[src/rtl/ws2812_rx.sv]
// ws2812_rx: WS2812 single-wire receiver. Synchronizes the data line, measures
// each high pulse in system clock cycles, assembles 24-bit GRB pixels
// (first bit in [23]) and reports frame latches and protocol errors.
module ws2812_rx #(
    parameter int THRESH       = 6,    // widths 1..THRESH decode as 0
    parameter int MAX_HIGH     = 12,   // widths above this are an error
    parameter int RESET_CYCLES = 600   // low time that latches a frame
) (
    input  logic        clk,
    input  logic        reset,
    input  logic        din,
    output logic [23:0] pixel_data,
    output logic        pixel_valid,
    output logic [7:0]  pixel_index,
    output logic        frame_done,
    output logic [8:0]  frame_pixels,
    output logic        err
);

    // Counter widths: low counter saturates at RESET_CYCLES, high counter
    // saturates one past MAX_HIGH so an overlong pulse stays distinguishable.
    localparam int LOW_W  = $clog2(RESET_CYCLES + 1);
    localparam int HIGH_W = $clog2(MAX_HIGH + 2);

    localparam logic [LOW_W-1:0]  LOW_SAT   = LOW_W'(RESET_CYCLES);
    localparam logic [LOW_W-1:0]  LOW_ONE   = LOW_W'(1);
    localparam logic [HIGH_W-1:0] HIGH_SAT  = HIGH_W'(MAX_HIGH + 1);
    localparam logic [HIGH_W-1:0] HIGH_THR  = HIGH_W'(THRESH);
    localparam logic [HIGH_W-1:0] HIGH_MAX  = HIGH_W'(MAX_HIGH);
    localparam logic [HIGH_W-1:0] HIGH_ONE  = HIGH_W'(1);
    localparam logic [4:0]        BIT_LAST  = 5'd23;
    localparam logic [8:0]        PIX_SAT   = 9'd511;

    // DISARMED: ignore the line until it has been seen low once, so a pulse
    // already in flight at reset is never measured from its middle.
    typedef enum logic [1:0] {
        ST_DISARMED = 2'd0,
        ST_LOW      = 2'd1,
        ST_HIGH     = 2'd2
    } state_t;

    // Synchronizer and its fill tracker
    logic        r_s1;
    logic        r_s2;
    logic        r_s2_q;
    logic [1:0]  r_fill;

    // Decoder state
    state_t             r_state;
    logic [LOW_W-1:0]   r_low_cnt;
    logic [HIGH_W-1:0]  r_high_cnt;
    logic [22:0]        r_shift;
    logic [4:0]         r_bit_cnt;
    logic [8:0]         r_pix_cnt;
    logic               r_seen;

    // Registered outputs
    logic [23:0] r_pixel_data;
    logic        r_pixel_valid;
    logic [7:0]  r_pixel_index;
    logic        r_frame_done;
    logic [8:0]  r_frame_pixels;
    logic        r_err;

    // Next-state values
    state_t             w_state_nxt;
    logic [LOW_W-1:0]   w_low_cnt_nxt;
    logic [HIGH_W-1:0]  w_high_cnt_nxt;
    logic [22:0]        w_shift_nxt;
    logic [4:0]         w_bit_cnt_nxt;
    logic [8:0]         w_pix_cnt_nxt;
    logic               w_seen_nxt;
    logic [23:0]        w_pixel_data_nxt;
    logic               w_pixel_valid_nxt;
    logic [7:0]         w_pixel_index_nxt;
    logic               w_frame_done_nxt;
    logic [8:0]         w_frame_pixels_nxt;
    logic               w_err_nxt;

    // Decode helpers
    logic w_armed;
    logic w_rise;
    logic w_fall;
    logic w_is_one;
    logic w_too_long;

    // The synchronizer holds reset values for two edges after release; only
    // after that does r_s2 reflect the real line.
    assign w_armed    = (r_fill == 2'd2);
    assign w_rise     = r_s2 & ~r_s2_q;
    assign w_fall     = ~r_s2 & r_s2_q;
    assign w_is_one   = (r_high_cnt > HIGH_THR);
    assign w_too_long = (r_high_cnt > HIGH_MAX);

    // Two-flop synchronizer for the asynchronous line plus a delayed copy for edge detection.
    // NOTE: sequential state is always written with non-blocking assignments so
    // every flop samples the pre-edge value of its neighbours.
    always_ff @(posedge clk) begin
        if (reset) begin
            r_s1   <= 1'b0;
            r_s2   <= 1'b0;
            r_s2_q <= 1'b0;
            r_fill <= 2'd0;
        end else begin
            r_s1   <= din;
            r_s2   <= r_s1;
            r_s2_q <= r_s2;
            if (r_fill != 2'd2) begin
                r_fill <= r_fill + 2'd1;
            end
        end
    end

    // Next-state, pulse measurement, bit assembly and frame latch decisions.
    // NOTE: every variable gets its hold/default value first, so no path
    // through the case statement can leave one unassigned and infer a latch.
    always_comb begin
        w_state_nxt        = r_state;
        w_low_cnt_nxt      = r_low_cnt;
        w_high_cnt_nxt     = r_high_cnt;
        w_shift_nxt        = r_shift;
        w_bit_cnt_nxt      = r_bit_cnt;
        w_pix_cnt_nxt      = r_pix_cnt;
        w_seen_nxt         = r_seen;
        w_pixel_data_nxt   = r_pixel_data;
        w_pixel_valid_nxt  = 1'b0;
        w_pixel_index_nxt  = r_pixel_index;
        w_frame_done_nxt   = 1'b0;
        w_frame_pixels_nxt = r_frame_pixels;
        w_err_nxt          = 1'b0;

        case (r_state)
            ST_DISARMED: begin
                if (w_armed && !r_s2) begin
                    w_state_nxt   = ST_LOW;
                    w_low_cnt_nxt = LOW_ONE;
                end
            end

            ST_LOW: begin
                if (w_rise) begin
                    w_state_nxt    = ST_HIGH;
                    w_high_cnt_nxt = HIGH_ONE;
                    w_low_cnt_nxt  = '0;
                end else if (r_low_cnt != LOW_SAT) begin
                    w_low_cnt_nxt = r_low_cnt + LOW_ONE;
                    // Latch fires only on the count reaching the limit, so a
                    // long low produces a single event; idle lows produce none.
                    if (w_low_cnt_nxt == LOW_SAT && r_seen) begin
                        w_frame_done_nxt   = 1'b1;
                        w_frame_pixels_nxt = r_pix_cnt;
                        w_pix_cnt_nxt      = '0;
                        w_seen_nxt         = 1'b0;
                        w_bit_cnt_nxt      = '0;
                        // A partial pixel at latch time is dropped and flagged.
                        if (r_bit_cnt != 5'd0) begin
                            w_err_nxt = 1'b1;
                        end
                    end
                end
            end

            ST_HIGH: begin
                if (w_fall) begin
                    w_state_nxt   = ST_LOW;
                    w_low_cnt_nxt = LOW_ONE;
                    if (w_too_long) begin
                        // Overlong pulse: discard the partial pixel, shift nothing.
                        w_err_nxt     = 1'b1;
                        w_bit_cnt_nxt = '0;
                    end else begin
                        w_seen_nxt = 1'b1;
                        if (r_bit_cnt == BIT_LAST) begin
                            w_pixel_data_nxt  = {r_shift, w_is_one};
                            w_pixel_valid_nxt = 1'b1;
                            w_pixel_index_nxt = r_pix_cnt[7:0];
                            w_bit_cnt_nxt     = '0;
                            if (r_pix_cnt != PIX_SAT) begin
                                w_pix_cnt_nxt = r_pix_cnt + 9'd1;
                            end
                        end else begin
                            w_shift_nxt   = {r_shift[21:0], w_is_one};
                            w_bit_cnt_nxt = r_bit_cnt + 5'd1;
                        end
                    end
                end else if (r_high_cnt != HIGH_SAT) begin
                    w_high_cnt_nxt = r_high_cnt + HIGH_ONE;
                end
            end

            default: begin
                w_state_nxt = ST_DISARMED;
            end
        endcase
    end

    // State register.
    always_ff @(posedge clk) begin
        if (reset) begin
            r_state <= ST_DISARMED;
        end else begin
            r_state <= w_state_nxt;
        end
    end

    // Width counters, shift register and pixel bookkeeping.
    always_ff @(posedge clk) begin
        if (reset) begin
            r_low_cnt  <= '0;
            r_high_cnt <= '0;
            r_shift    <= '0;
            r_bit_cnt  <= '0;
            r_pix_cnt  <= '0;
            r_seen     <= 1'b0;
        end else begin
            r_low_cnt  <= w_low_cnt_nxt;
            r_high_cnt <= w_high_cnt_nxt;
            r_shift    <= w_shift_nxt;
            r_bit_cnt  <= w_bit_cnt_nxt;
            r_pix_cnt  <= w_pix_cnt_nxt;
            r_seen     <= w_seen_nxt;
        end
    end

    // Output registers: pulses last one cycle, held values change only with their pulse.
    always_ff @(posedge clk) begin
        if (reset) begin
            r_pixel_data   <= '0;
            r_pixel_valid  <= 1'b0;
            r_pixel_index  <= '0;
            r_frame_done   <= 1'b0;
            r_frame_pixels <= '0;
            r_err          <= 1'b0;
        end else begin
            r_pixel_data   <= w_pixel_data_nxt;
            r_pixel_valid  <= w_pixel_valid_nxt;
            r_pixel_index  <= w_pixel_index_nxt;
            r_frame_done   <= w_frame_done_nxt;
            r_frame_pixels <= w_frame_pixels_nxt;
            r_err          <= w_err_nxt;
        end
    end

    assign pixel_data   = r_pixel_data;
    assign pixel_valid  = r_pixel_valid;
    assign pixel_index  = r_pixel_index;
    assign frame_done   = r_frame_done;
    assign frame_pixels = r_frame_pixels;
    assign err          = r_err;

endmodule

[config.mk]
export PLATFORM = sky130hd
export DESIGN_NAME = ws2812_rx
export DESIGN_NICKNAME = d
export VERILOG_FILES = /design/src/rtl/ws2812_rx.sv
export SDC_FILE = /design/constraint.sdc
export NUM_CORES = 1
export LEC_CHECK = 0
export CAP_MARGIN = 20
export CORE_ASPECT_RATIO = 1.25
export CORE_MARGIN = 8
export CORE_UTILIZATION = 45
export DETAILED_ROUTE_END_ITERATION = 7
export PLACE_DENSITY = 0.75
export SLEW_MARGIN = 25
export SYNTH_ARGS = -nofsm -noshare
export SYNTH_HDL_FRONTEND = slang
export SYNTH_SLANG_ARGS = --single-unit
[constraint.sdc]
create_clock -name clk -period 4.4 [get_ports clk]
set_input_delay 0.44 -clock clk [delete_from_list [all_inputs] [get_ports clk]]
set_output_delay 0.44 -clock clk [all_outputs]
set_load 0.01 [all_outputs]
; ---- Word level (Yosys, flattened, before mapping)
; Index checks and enable logic that the tools add are counted.
[word_totals]
regBits = 103
inputBits = 3
elab_cells = 117
[op_classes]
addsub = 5
order_cmp = 2
eq_ne = 21
muxes = 43
n_bitwise = 11
reduce_logical = 18
[ops]
columns = cell, count
row1 = 2-to-1 mux 9 bit, 7
row2 = 2-to-1 mux 10 bit, 4
row3 = 2-to-1 mux 5 bit, 6
row4 = case mux 10 bit (3 select lines), 1
row5 = inequality test 2 bit (second input constant), 12
row6 = AND reduction 4 bit, 5
row7 = case mux 9 bit (2 select lines), 1
row8 = 2-to-1 mux 1 bit, 13
row9 = 2-to-1 mux 4 bit, 3
row10 = adder 10 x 1 -> 10 bit (second input constant), 1
row11 = equality test 10 bit (second input constant), 1
row12 = inequality test 10 bit (second input constant), 1
row13 = case mux 5 bit (2 select lines), 1
row14 = adder 9 x 1 -> 9 bit (second input constant), 1
row15 = inequality test 9 bit (second input constant), 1
row16 = NOT 1 bit, 9
row17 = case mux 4 bit (2 select lines), 1
row18 = AND reduction 8 bit, 1
row19 = OR reduction 4 bit, 2
row20 = 2-to-1 mux 2 bit, 3
row21 = case mux 2 bit (3 select lines), 1
row22 = AND reduction 6 bit, 1
row23 = adder 5 x 1 -> 5 bit (second input constant), 1
row24 = equality test 5 bit (second input constant), 1
row25 = 18 further kinds, 22

; ---- Longest topological paths before layout
; Gate-level depths: netlist of run 1.
[logic_depth]
word_depth = 7
depth_mapped = 10
depth_no_buf = 10

; ---- Worst setup path before layout of run 1
; Ideal clock, no wire load.
[synth_timing]
kind = register to register
startpoint = reg r_pix_cnt[0]
endpoint = reg r_pix_cnt[7]
arrival_time_ps = 2305
t_required_ps = 4268
setup_slack_ps = 1963
stages_incl_launch_ff = 11
n_path_buf = 0
cell_sequence = dfxtp_1 ha_1 and3_1 and3_1 and3_1 ha_1 nor3b_1 nand4_1 and2_1 o21ai_1 a21oi_1
[synth_between]
elab_chain_len = 6
elab_cells_between_ends = 9
[synth_rtl]
columns = item, line_no
row1 = start: declaration, 54  ; logic [8:0] r_pix_cnt;
row2 = start signal: assignment, 220  ; r_pix_cnt <= w_pix_cnt_nxt;
row3 = adder 9 x 1 -> 9 bit, 179  ; w_pix_cnt_nxt = r_pix_cnt + 9'd1;
row4 = 2-to-1 mux 9 bit, 178  ; if (r_pix_cnt != PIX_SAT) begin
row5 = 2-to-1 mux 9 bit, 173  ; if (r_bit_cnt == BIT_LAST) begin
row6 = 2-to-1 mux 9 bit, 167  ; if (w_too_long) begin
row7 = 2-to-1 mux 9 bit, 164  ; if (w_fall) begin
row8 = case mux 9 bit (2 select lines), 132  ; case (r_state)
; Several ways; a longest one is shown, not always the timed one. The select of a mux whose other input is x is not followed.
; A chain may end at the register's enable or synchronous reset.

; ---- Final worst setup path of run 1
; Ends and elaborated chain as after synthesis.

==> metrics.md, run 1 <==
| Metric | Value |
|---|---|
| Status | `complete, no violations` |
| Post-synth top area share | `a little under half` |
| Pre-CTS WS | `between 1.5 and 2 ns` |
| Async S/R FF share, synth | `0%` |
| CP max stage delay | `approximately 0.68 ns` |
| CP dominant cell by count | `and3_1` |
| Dpl hpwl | `approximately 6600 um` |
| Chip Height | `roughly 130 um` |
| Cts bufs inserted | `9` |
| Critical Path RT | `4.60 ns` |
| Final nets | `around 600` |
| Switching power | `between 0.5 and 0.6 mW` |
| Seq pwr share | `between 40% and 50%` |
| Critical Path Sink Type | `flop` |
| Clk Latency, worst-skew pair | `between 0.3 and 0.4 ns` |
| Comb power frac | `14.7%` |
| Tightest Pin Transition | `just over 0.8 ns` |
| Levels on crit path | `10` |
| Die width | `roughly 110 um` |
| Tcrit/Tclk final | `between 60 and 70%` |
| I/O pins | `47` |
| Post-synth top cells | `122 x nand2_1, 103 x dfxtp_1, 82 x a21oi_1` |
| Internal power | `around 1.5 mW` |
| Layout cells sized above 1 | `under 10%` |
| Cts hold-fix bufs | `0` |
| Arr. time, crit path | `slightly below 3 ns` |
| Post-Syn Area | `approximately 4500 um^2` |
| IO Port Bufs | `46` |
| Slew headroom | `45.4%` |
| Final setup vio count | `0` |
| Worst-case reg-to-reg path depth | `10` |
| Global-route wire length before repair | `16200 um` |
| Cell type with the largest total area after synthesis | `dfxtp_1` |
| Critical Path Source | `r_pix_cnt[0]` |
| WL/cell | `approximately 14 um` |
| Post-CTS setup buffer count | `0` |
| DRT iter0 DRCs | `307` |
| Reg-to-reg slack, setup | `between 1.5 and 2 ns` |
| Pwr Total | `~2.1 mW` |
| CP bufs+invs | `0` |
| Top post-synthesis cells by area | `dfxtp_1 46%, nand2_1 10%, a21oi_1 9.2%` |
| Synth cell types | `46` |
| Worst path cell trace | `ha_1, and3_1, and3_1, and3_1, ha_1, nor3b_1, nand4_1, and2_1, o21ai_1, a21oi_1` |
| Die ar. | `approximately 13000 um^2` |
| HP Class | `flop to flop` |
| Vias in the first global route | `3559` |
| # fillers | `875` |
| Yosys warning count | `0` |
| H-tree Lvls | `3` |
| EDFF count, synth | `0` |
| Placer Congestion | `between 0.9 and 1` |
| Largest net degree at the start of global routing | `75` |
| Maximum vdd drop | `approximately 180 uV` |
| Fin Hold WS | `approximately 0.45 ns` |
| Mean Syn Cell Area | `between 8 and 9 um^2` |
| Min Clock Period, post-route | `2.77 ns` |
| Reg clk slew, reported paths | `roughly 0.07 ns` |
| CTS tree | `built` |
| Fmax achieved | `around 360 MHz` |
| Via density | `5.42` |
| GR Util All Layers | `between 10% and 20%` |
| Yosys reg bits | `103` |
| Total of max-cap violations | `0` |
| Critical Path Slowest Stage Cell | `nor3b_1` |
| Mapped Nets | `570` |
| Sw Share | `between 20% and 30%` |
| Final worst slack | `1.63 ns` |
| Count leader, synth | `nand2_1` |
| Layout area overhead | `17.9%` |
| Max Transition Viols Final | `0` |
| DR pass1 iterations | `5` |
| DR vias | `3841` |
| Dominant synthesized flop cell | `dfxtp_1` |
| Residual DRC | `0` |
| Sequential element share of the synthesized area | `a little under half` |
| Starting density of the core | `46.2%` |
| Max Root-Sink Buffers | `2` |
| Clk pwr share | `about two fifths` |
| Core region area | `about 9700 um^2` |
| ANT nets after route | `0` |
| Setup TNS | `0 ns` |
| FF-to-FF End | `r_pix_cnt[7]` |
| Kind of critical path | `flop to flop` |
| Clk_skew | `0.00574 ns` |
| Root Driver | `clkbuf_16` |
| Crit start category | `flop` |
| RSZ-0062 raised after global routing | `no` |
| Delay-heaviest family, CP | `simple AND/OR/NAND/NOR gates` |
| Syn Inst Count | `552` |
| Sink Count | `between 100 and 150` |
| Initial antenna violation count | `0` |
| FF-to-FF Start | `r_pix_cnt[0]` |
| Wirelength, routed | `approximately 9700 um` |
| FP Rows | `40` |
| Setup crit end | `r_pix_cnt[7]` |
| Antenna diode instance count | `0` |
| Final Hold Fails | `0` |
| Lkg Pwr | `~1.9 nW` |
| Critical path fanouts, max | `9` |
| Congestion Overflow GR | `0` |
| PwrDens | `slightly below 400 nW/um^2` |
| Cts repair resizes | `0` |
[cell type report]
type	instances	area [um^2]	area share, %
Sequential cell	103	2060	39.2
Clock buffer	12	246	4.68
Clock inverter	4	52.6	0.998
Multi-Input combinational cell	400	2210	42.0
Timing Repair Buffer	49	478	9.08
Tap cell	126	158	2.99
Inverter	15	56.3	1.07
[layer usage]
metal	up-vias	track usage [%]	routed length (um)	share of wire, %
met3	19	3.47	443	4.6
met1	1812	16.3	4120	43
li1	1940	-	-	-
met5	-	0	0	0
met4	0	7.66	217	2.2
met2	70	24.6	4870	50
[cells by family after synthesis]
logic type / Yosys count / synth area share (%)
and+or+nand+nor: 236 / 24.9
AOI/OAI and AO/OA: 133 / 16.9
DFF: 103 / 46.2
buffers and inverters: 49 / 4.43
adders and majority gates: 15 / 4.20
muxes: 9 / 2.02
xor gates and xnor gates: 7 / 1.37
[worst register-to-register path, cell delays in order, from the launching register on]
cell and delay, ns:
dfxtp_1 0.36, ha_1 0.22, and3_1 0.19, and3_1 0.20, and3_1 0.19, ha_1 0.19
nor3b_1 0.68, nand4_1 0.20, and2_1 0.21, o21ai_1 0.11, a21oi_1 0.07
[flip-flops by register name, indices dropped and copies added, names as in the netlist, 2 cells and up]
signal,flops
r_shift,23
r_pix_cnt,9
r_bit_cnt,5
pixel_index,8
r_low_cnt,10
frame_pixels,9
pixel_data,24
r_high_cnt,4
r_fill,2
r_state,2
[layout by cell type, fill, tap and decap left out, types with 2 or more instances in the layout]
cell type | Yosys | final
a21oi_1 | 82 | 82
nor3_1 | 4 | 3
nand4_1 | 12 | 12
nand2_1 | 122 | 122
a21boi_0 | 5 | 5
clkbuf_1 | 26 | 2
clkdlybuf4s50_1 | 0 | 45
nor2b_1 | 9 | 9
nand3_1 | 11 | 11
buf_4 | 3 | 3
or4_1 | 3 | 3
and2_1 | 4 | 4
xnor2_1 | 3 | 3
clkbuf_16 | 0 | 9
ha_1 | 15 | 15
inv_6 | 0 | 2
nor2_1 | 35 | 35
nand4b_1 | 3 | 3
o21ai_0 | 2 | 2
a31oi_1 | 5 | 5
mux2i_1 | 9 | 9
xor2_1 | 4 | 4
a211oi_1 | 6 | 6
or3_1 | 7 | 6
or4b_1 | 5 | 5
dfxtp_1 | 103 | 103
nand2b_1 | 3 | 3
inv_1 | 15 | 15
o21ai_1 | 22 | 22
nor3b_1 | 2 | 2
and3_1 | 10 | 10
a22oi_1 | 2 | 2
[power groups by stage]
stage	logic, mW	registers (mW)	clock network [mW]
finish	0.308	0.984	0.801
global route	0.345	0.986	0.860
CTS	0.305	0.983	0.817
detailed placement	0.304	1.00	0
global placement	0.293	1.00	0
floorplan	0.238	0.997	0
[worst min-delay path by stage]
| stage | start | endpoint | slack [ns] | cells after the start |
|---|---|---|---|---|
| floorplan | r_s1 | r_s2 | 0.41 | 1 |
| global placement | r_s1 | r_s2 | 0.44 | 1 |
| detailed placement | r_shift[22] | pixel_data[23] | 0.44 | 2 |
| CTS | r_shift[22] | pixel_data[23] | 0.45 | 2 |
| global route | r_shift[22] | pixel_data[23] | 0.47 | 2 |
| finish | r_shift[22] | pixel_data[23] | 0.45 | 2 |
[metrics by stage]
stage	utilization, %	instances	cell area [um^2]
after floorplan	-	552	4470
after global placement	51.4	693	4970
after detailed placement	51.4	693	4970
after CTS	54.5	709	5270
after global routing	54.5	709	5270
final	54.5	709	5270
Power figures use the tool's default switching activity.
==> run 2: changes to the inputs <==
==> constraint.sdc (replaced) <==
create_clock -name clk -period 2.6 [get_ports clk]
set_input_delay 0.26 -clock clk [delete_from_list [all_inputs] [get_ports clk]]
set_output_delay 0.26 -clock clk [all_outputs]
set_load 0.01 [all_outputs]
==> run 2 against run 1 <==
Fmax up 12%. Clock-buffer cell count shrank 2. Via count rose by 2.2%. Sequential share of layout area down 1.4 points. Critical path type unchanged. Critical endpoint is now r_pix_cnt[4]. Highest routed layer unchanged.
==> metrics.md, run 2 (synthesized netlist as in run 1, its figures left out) <==
| Metric | Value |
|---|---|
| Reg clk slew, reported paths | `0.07 ns (about the same)` |
| FF-to-FF End | `r_pix_cnt[4]` |
| Critical Path Sink Type | `flop` |
| Final Cell Area | `5460 um^2 (+3.7%)` |
| Maximum vdd drop | `368 uV (+100%)` |
| Worst Hold End | `frame_pixels[0]` |
| Global-route wire length before repair | `16800 um (+3.3%)` |
| Slew headroom | `53.4% (+8.1 points)` |
| Worst hold start | `reset` |
| Residual DRC | `0 (unchanged)` |
| Worst path cell trace | `ha_1, and3_1, and3_1, and3_1, ha_1, or3_4, or4b_1, a21oi_1` |
| HP Class | `input pin to flop` |
| Placer Congestion | `0.854 (-7.5%)` |
| Critical Path RT | `2.88 ns (-1.72 ns)` |
| DR vias | `3925 (+2.2%)` |
| IO Port Bufs | `46 (unchanged)` |
| H-tree Lvls | `3 (unchanged)` |
| Commonest non-fill, non-tap cell in the layout | `nand2_1` |
| Arr. time, crit path | `2.76 ns (-0.20 ns)` |
| Largest net degree at the start of global routing | `49 (-35%)` |
| Post-CTS setup buffer count | `0 (unchanged)` |
| DRT iter0 DRCs | `180 (-41%)` |
| ANT nets after route | `0 (unchanged)` |
| WL/cell | `13.9 um (+2.2%)` |
| Core region area | `9660 um^2 (unchanged)` |
| Congestion Overflow GR | `0 (unchanged)` |
| I/O pins | `47 (unchanged)` |
| CP dominant cell by count | `and3_1` |
| Sink Count | `103 (unchanged)` |
| Chip Height | `127 um (unchanged)` |
| Max Transition Viols Final | `0 (unchanged)` |
| Root Driver | `clkbuf_16` |
| Min Clock Period, post-route | `2.48 ns (-0.288 ns)` |
| FP Rows | `40 (unchanged)` |
| Tcrit/Tclk final | `95.4% (+32 points)` |
| Max Root-Sink Buffers | `2 (unchanged)` |
| Die width | `105 um (unchanged)` |
| Cts bufs inserted | `9 (unchanged)` |
| Tightest Pin Transition | `0.694 ns (-0.124 ns)` |
| GR Util All Layers | `14.8% (+0.42 points)` |
| PwrDens | `711 nW/um^2 (+79%)` |
| Total of max-cap violations | `0 (unchanged)` |
| Final Hold Fails | `0 (unchanged)` |
| RSZ-0062 raised after global routing | `no` |
| Final nets | `610 (+2.3%)` |
| Die ar. | `13400 um^2 (unchanged)` |
| Clk Latency, worst-skew pair | `0.35 ns (about the same)` |
| Via density | `5.43 (+0.21%)` |
| Dpl hpwl | `6990 um (+5.8%)` |
| Critical path fanouts, max | `6 (-3)` |
| CP max stage delay | `0.47 ns (-0.21 ns)` |
| Lkg Pwr | `1.95 nW (+5.6%)` |
| Kind of critical path | `flop to flop` |
| # fillers | `855 (-2.3%)` |
| Clk_skew | `0.0104 ns (+0.00469 ns)` |
| Initial antenna violation count | `0 (unchanged)` |
| Max reg flops | `24 (unchanged)` |
| Highest-count cells in the layout ignoring fill and taps | `122 x nand2_1, 101 x dfxtp_1, 82 x a21oi_1` |
| Post-DP Area | `5070 um^2 (+2.1%)` |
| Starting density of the core | `46.2% (unchanged)` |
| CTS tree | `built` |
| Status | `complete, no violations` |
| Worst-case reg-to-reg path depth | `8 (-2)` |
| Wirelength, routed | `10100 um (+4.2%)` |
| DR pass1 iterations | `5 (unchanged)` |
| Fmax achieved | `403 MHz (+12%)` |
| Crit start category | `flop` |
| Critical Path Slowest Stage Cell | `or4b_1` |
| Final core occ | `56.5% (+2.0 points)` |
| Final setup vio count | `0 (unchanged)` |
| Layout cells sized above 1 | `7.20% (+3.1 points)` |
| WHS Path Cells | `2 (unchanged)` |
| Antenna diode instance count | `0 (unchanged)` |
| FF-to-FF Start | `r_pix_cnt[0]` |
| Reg-to-reg slack, setup | `0.12 ns (-1.51 ns)` |
| Vias in the first global route | `3639 (+2.2%)` |
| Layout area overhead | `22.3%` |
| Setup TNS | `0 ns (unchanged)` |
-- run 2: routing by layer --
metal,track usage (%),vias to the layer above,wire [um]
met5,0,-,0
met4,6.99,0,150
met3,3.37,14,409
met2,26.4,77,5230
met1,16.3,1866,4270
li1,-,1968,-
-- run 2: repair_timing --
item,4_1_cts,5_1_grt
hold buffers,0,0
resized for setup,0,5
setup endpoints to repair,0,6
-- run 2: cell type report --
| cell class | count | area (um^2) | share of cell area (%) |
|---|---|---|---|
| Tap cell | 126 | 158 | 2.89 |
| Multi-Input combinational cell | 400 | 2220 | 40.7 |
| Inverter | 15 | 56.3 | 1.03 |
| Sequential cell | 103 | 2060 | 37.8 |
| Timing Repair Buffer | 63 | 583 | 10.7 |
| Clock buffer | 10 | 239 | 4.38 |
| Clock inverter | 6 | 139 | 2.54 |
-- run 2: how the worst max path moves through the flow --
| stage | start | end | slack (ns) | cells past startpoint |
|---|---|---|---|---|
| global placement | r_pix_cnt[0] | r_pix_cnt[6] | 0.21 | 8 |
| global route | r_pix_cnt[0] | r_pix_cnt[4] | 0.02 | 8 |
| finish | r_pix_cnt[0] | r_pix_cnt[4] | 0.12 | 8 |
| floorplan | r_pix_cnt[0] | r_pix_cnt[7] | 0.16 | 10 |
| detailed placement | r_pix_cnt[0] | r_pix_cnt[4] | 0.13 | 8 |
| CTS | r_pix_cnt[0] | r_pix_cnt[4] | 0.08 | 8 |
-- run 2: critical path, delay by kind of cell, from the launching register on --
family | cells | cell delay (ns)
compound gates | 1 | 0.16
flops | 1 | 0.37
simple gates | 5 | 1.46
fa+ha+maj | 2 | 0.42
-- run 2: power by group --
group          internal [mW]  switching, mW
Combinational          0.188          0.361
Sequential              1.62         0.0416
Clock                   1.07          0.600
Total                   2.88           1.00
-- run 2: through the flow --
| stage | instances | hold WS, ns | setup slack (ns) | total power [mW] |
|---|---|---|---|---|
| floorplan | 552 | 0.388 | 0.163 | 2.09 |
| global placement | 707 | 0.440 | 0.208 | 2.22 |
| detailed placement | 707 | 0.430 | 0.133 | 2.24 |
| CTS | 723 | 0.298 | 0.0821 | 3.91 |
| global route | 723 | 0.321 | 0.0151 | 4.05 |
| finish | 723 | 0.301 | 0.120 | 3.88 |
